--- src/rtl/mem_access_unit_pkg.sv ---
// Shared definitions for the data-memory access unit: op codes, FSM states
// and byte-enable patterns.
package mem_pkg;

  typedef enum logic [2:0] {
    LW  = 3'd0,
    LB  = 3'd1,
    LBU = 3'd2,
    LH  = 3'd3,
    LHU = 3'd4,
    SW  = 3'd5,
    SB  = 3'd6,
    SH  = 3'd7
  } op_e;

  typedef enum logic [1:0] {
    IDLE   = 2'd0,
    ACCESS = 2'd1,
    RESP   = 2'd2
  } state_e;

  localparam logic [3:0] BE_BYTE = 4'b0001;
  localparam logic [3:0] BE_HALF = 4'b0011;
  localparam logic [3:0] BE_WORD = 4'b1111;

endpackage

--- src/rtl/mem_access_unit_load_extender.sv ---
// Selects the addressed byte/halfword of a memory word and zero- or
// sign-extends it to 32 bits; stores yield 0.
module load_extender
  import mem_pkg::*;
(
  input  op_e         op,
  input  logic [1:0]  lane,
  input  logic [31:0] word,
  output logic [31:0] value
);

  logic [7:0]  byte_sel;
  logic [15:0] half_sel;

  always_comb begin
    byte_sel = word[{lane, 3'b000} +: 8];
    half_sel = lane[1] ? word[31:16] : word[15:0];
    case (op)
      LW:      value = word;
      LB:      value = {{24{byte_sel[7]}}, byte_sel};
      LBU:     value = {24'd0, byte_sel};
      LH:      value = {{16{half_sel[15]}}, half_sel};
      LHU:     value = {16'd0, half_sel};
      default: value = 32'd0;
    endcase
  end

endmodule

--- src/rtl/mem_access_unit.sv ---
// Load/store access unit: one request at a time, word-aligned memory
// handshake with timeout, lane-replicated stores and extended loads.
module mem_access_unit
  import mem_pkg::*;
#(
  parameter int TIMEOUT = 255
) (
  input  logic        clk,
  input  logic        reset,
  input  logic        req_valid,
  output logic        req_ready,
  input  logic [2:0]  op,
  input  logic [31:0] addr,
  input  logic [31:0] wdata,
  output logic        resp_valid,
  output logic [31:0] rdata,
  output logic        misaligned,
  output logic        bus_err,
  output logic        mem_req,
  output logic        mem_we,
  output logic [3:0]  mem_be,
  output logic [31:0] mem_addr,
  output logic [31:0] mem_wdata,
  input  logic        mem_ack,
  input  logic [31:0] mem_rdata
);

  localparam logic [7:0] CNT_LAST = 8'(TIMEOUT - 1);

  state_e      state, state_nxt;
  op_e         op_in, op_r;
  logic [1:0]  lane_r;
  logic [7:0]  cnt;
  logic        accept, bad_align, timed_out;
  logic [31:0] ext_data;

  function automatic logic is_misaligned(op_e o, logic [1:0] a);
    case (o)
      LH, LHU, SH: return a[0];
      LW, SW:      return a != 2'b00;
      default:     return 1'b0;
    endcase
  endfunction

  function automatic logic is_store(op_e o);
    return o inside {SW, SB, SH};
  endfunction

  function automatic logic [3:0] store_be(op_e o, logic [1:0] a);
    case (o)
      SB:      return BE_BYTE << a;
      SH:      return BE_HALF << a;
      default: return BE_WORD;
    endcase
  endfunction

  function automatic logic [31:0] store_data(op_e o, logic [31:0] d);
    case (o)
      SB:      return {4{d[7:0]}};
      SH:      return {2{d[15:0]}};
      SW:      return d;
      default: return 32'd0;
    endcase
  endfunction

  assign op_in     = op_e'(op);
  assign accept    = req_valid & req_ready;
  assign bad_align = is_misaligned(op_in, addr[1:0]);
  assign timed_out = (cnt == CNT_LAST);

  always_ff @(posedge clk) begin
    if (reset) state <= IDLE;
    else       state <= state_nxt;
  end

  always_comb begin
    state_nxt = state;
    case (state)
      IDLE:    if (accept) state_nxt = bad_align ? RESP : ACCESS;
      ACCESS:  if (mem_ack || timed_out) state_nxt = RESP;
      RESP:    state_nxt = IDLE;
      default: state_nxt = IDLE;
    endcase
  end

  always_comb begin
    req_ready = (state == IDLE);
    mem_req   = (state == ACCESS);
  end

  load_extender u_load_extender (
    .op    (op_r),
    .lane  (lane_r),
    .word  (mem_rdata),
    .value (ext_data)
  );

  // Request capture and timeout counter; memory-side fields stay put until the next accept.
  always_ff @(posedge clk) begin
    if (reset) begin
      op_r      <= LW;
      lane_r    <= 2'd0;
      cnt       <= 8'd0;
      mem_we    <= 1'b0;
      mem_be    <= 4'd0;
      mem_addr  <= 32'd0;
      mem_wdata <= 32'd0;
    end else if (accept) begin
      op_r   <= op_in;
      lane_r <= addr[1:0];
      cnt    <= 8'd0;
      if (!bad_align) begin
        mem_we    <= is_store(op_in);
        mem_be    <= store_be(op_in, addr[1:0]);
        mem_addr  <= {addr[31:2], 2'b00};
        mem_wdata <= store_data(op_in, wdata);
      end
    end else if (state == ACCESS && !mem_ack) begin
      cnt <= cnt + 8'd1;
    end
  end

  // Response registers: loaded on entry to RESP, cleared in every other cycle.
  always_ff @(posedge clk) begin
    if (reset) begin
      resp_valid <= 1'b0;
      rdata      <= 32'd0;
      misaligned <= 1'b0;
      bus_err    <= 1'b0;
    end else begin
      resp_valid <= 1'b0;
      rdata      <= 32'd0;
      misaligned <= 1'b0;
      bus_err    <= 1'b0;
      if (accept && bad_align) begin
        resp_valid <= 1'b1;
        misaligned <= 1'b1;
      end else if (state == ACCESS) begin
        if (mem_ack) begin
          resp_valid <= 1'b1;
          rdata      <= is_store(op_r) ? 32'd0 : ext_data;
        end else if (timed_out) begin
          resp_valid <= 1'b1;
          bus_err    <= 1'b1;
        end
      end
    end
  end

endmodule
--- config.mk ---
export PLATFORM = sky130hd
export DESIGN_NAME = mem_access_unit
export DESIGN_NICKNAME = d
export VERILOG_FILES = /design/src/rtl/mem_access_unit_pkg.sv /design/src/rtl/mem_access_unit_load_extender.sv /design/src/rtl/mem_access_unit.sv
export SDC_FILE = /design/constraint.sdc
export NUM_CORES = 1
export LEC_CHECK = 0
export BUFFER_PORTS_ARGS = -buffer_cell sky130_fd_sc_hd__buf_2
export CELL_PAD_IN_SITES_DETAIL_PLACEMENT = 1
export CELL_PAD_IN_SITES_GLOBAL_PLACEMENT = 2
export CORE_MARGIN = 2
export CORE_UTILIZATION = 25
export CTS_CLUSTER_SIZE = 8
export DETAILED_ROUTE_END_ITERATION = 10
export PLACE_DENSITY_LB_ADDON = 0.1
export SLEW_MARGIN = 25
export SYNTH_ARGS = -nofsm -noshare
export SYNTH_HDL_FRONTEND = slang
export SYNTH_SLANG_ARGS = --single-unit
--- constraint.sdc ---
create_clock -name clk -period 1.7 [get_ports clk]
set_clock_uncertainty 0.2 [all_clocks]
set_input_delay 0.17 -clock clk [delete_from_list [all_inputs] [get_ports clk]]
set_output_delay 0.17 -clock clk [all_outputs]
set_load 0.01 [all_outputs]
==> reports/qor.txt <==
startpoint class of the critical path = flop
Initial DRC Count = 121
Pins Over Slew Limit = 0
final period utilization = 99.8%
final hold slack = 0.0183 ns
Avg Cell Area, Syn = 9.45 um2
Place WS = -0.131 ns
Port Buf Inserts = 206
Reg clk slew, reported paths = 0.06 ns
DRT antenna net count = 0
Num CTS Buffers = 17
commonest non-fill, non-tap cell in the layout = buf_2
Finished Layout Cells = 1147
Setup TNS = 0 ns
Synth Flop Type = dfxtp_1
routed length per instance = 16.7 um
die area = 21700 um2
Tot GR Track Use = 17.2%
CTS sink count = 117
Mapped Area = 5140 um2
#FFs+latches synth = 117
largest net degree at the start of global routing = 78
most frequent cells in the layout = buf_2 (206), nand2_1 (126), dfxtp_1 (114), dlygate4sd3_1 (93), mux2i_1 (55)
Netlist cell types = 54
gr ovfl total = 0
maximum VDD drop = 0.578 mV
Skew-Pair Late Insertion Delay = 0.41 ns
CP Data Required Time = 1.85 ns
RSZ-0062 raised after global routing = true
Crit. End Element = flop
vias per cell = 4.65
initial antenna violation count = 0
core area = 20200 um2
Final Setup Violations = 0
Gate Count Post-Synth = 544
reg2reg setup slack = 0.003 ns
root buffer cell = clkbuf_16
Clock Path Buffers = 2
WS Path Type = reg2reg
Die X = 147 um
crit path time final = 1.70 ns
DRT Pass-1 Iters = 4
Worst EP arrival = 1.85 ns
Placed Cells = 1017
H-Tree Depth = 4
Die Height = 147 um
Slew HR = 59.5%
power density cells = 936 nW/um2
# fillers = 2370
status = finished clean
Total Nets Final = 971
# IOs = 209
critical path fanouts, max = 6
Tightest Pin Transition = 0.604 ns
Post-CTS Setup Repair Bufs = 0
number of synthesized flops with an enable pin = 0
Initial Utilization = 25.4%
sequential share of the synthesized area = 45.6%
Rows = 52
Area Overhead vs Synth = 63.6%
share of cells above drive strength 1 = 37.7%
# DRC = 0
vias in the first global route = 5653
WL final = 19.2 mm
worst hold-check path type = in2reg
Ys Warns = 0
antenna diode count = 0
total of max-cap violations = 0
fraction of registers with async set/reset = 0%
DP HPWL = 12.7 mm
Hold Fails Final Rpt = 0
PnR worst setup slack = 0.00316 ns
gpl congestion = 0.799
leak pwr = 3.86 nW
FMAX = 589 MHz
via count = 5337
CTS tree = built
first-pass GRT wire length = 29.7 mm
==> critical path: stages (launching register included) <==
cell     delay [ns]
dfxtp_2        0.31
or3b_4         0.41
nor3_4         0.34
o21a_4         0.25
a32o_1         0.14
==> per-layer routing <==
layer | vias up | GRT usage [%] | wire, um
li1 | 2586 | - | -
met1 | 2578 | 20.3 | 8240
met2 | 147 | 29.8 | 9640
met3 | 26 | 4.72 | 955
met4 | 0 | 6.25 | 367
met5 | - | 0 | 0
==> layout make-up <==
type	count	area, um2	share of cell area [%]
Inverter	4	15.0	0.179
Tap cell	270	338	4.02
Sequential cell	117	2350	27.9
Multi-Input combinational cell	382	2710	32.2
Clock inverter	9	105	1.25
Timing Repair Buffer	344	2430	28.9
Clock buffer	21	460	5.48
==> synthesized netlist by cell type (5+ instances only) <==
master | instances | share of area (%)
nand2_1 | 127 | 9.3
mux2_2 | 8 | 1.8
nor2b_1 | 5 | 0.61
o221a_2 | 7 | 1.5
a22oi_1 | 7 | 1.0
buf_6 | 10 | 2.2
dfxtp_1 | 117 | 46
mux2i_1 | 59 | 11
a22o_1 | 25 | 4.3
a21oi_1 | 34 | 3.3
buf_2 | 8 | 0.78
nor2_1 | 20 | 1.5
clkbuf_1 | 25 | 1.8
a32o_1 | 24 | 4.7
==> stage by stage <==
stage	utilization [%]	total power (W)	instance area [um2]
floorplan	-	0.00365	5160
global route	41.5	0.00825	8400
global placement	32.9	0.00414	6660
detailed placement	32.9	0.00417	6660
finish	41.5	0.00787	8400
CTS	40.6	0.00793	8210
==> sequential cells by signal, summed over array words and instances, names as in the netlist, 2 cells and up <==
| register | flops |
|---|---|
| cnt | 8 |
| mem_be | 4 |
| state | 2 |
| mem_wdata | 32 |
| op_r | 3 |
| lane_r | 2 |
| mem_addr | 30 |
| rdata | 32 |
==> repair_timing <==
item                       in CTS  in global routing
resized for setup               7                 26
hold buffers                   93                  0
pin swaps                       0                 13
gates cloned                    1                  6
hold endpoints to repair      102                  0
setup endpoints to repair      74                 74
==> power breakdown <==
part / switching (W) / internal [W] / leakage, nW
logic: 0.000709 / 0.000746 / 2.64
clock network: 0.00128 / 0.00221 / 0.267
registers: 0.0000644 / 0.00286 / 0.951
==> worst paths after layout <==
| check | start | to | cells past startpoint |
|---|---|---|---|
| max reg2reg | state[1] | mem_wdata[17] | 4 |
| max | state[1] | mem_wdata[17] | 4 |
| min reg2reg | mem_addr[17] | mem_addr[17] | 2 |
| min | wdata[15] | mem_wdata[15] | 4 |
==> kinds of logic (layout without fill, tap and decap cells) <==
group	count (synthesis)	in the layout	synth area share, %
and+or+nand+nor	178	178	15.0
muxes	68	68	13.7
xor gates and xnor gates	7	7	1.19
buffers and inverters	51	378	5.67
other	1	2	0.0730
AOI/OAI and AO/OA	120	125	18.3
adders and majority gates	2	2	0.487
DFF	117	117	45.6
Power figures use the tool's default switching activity.
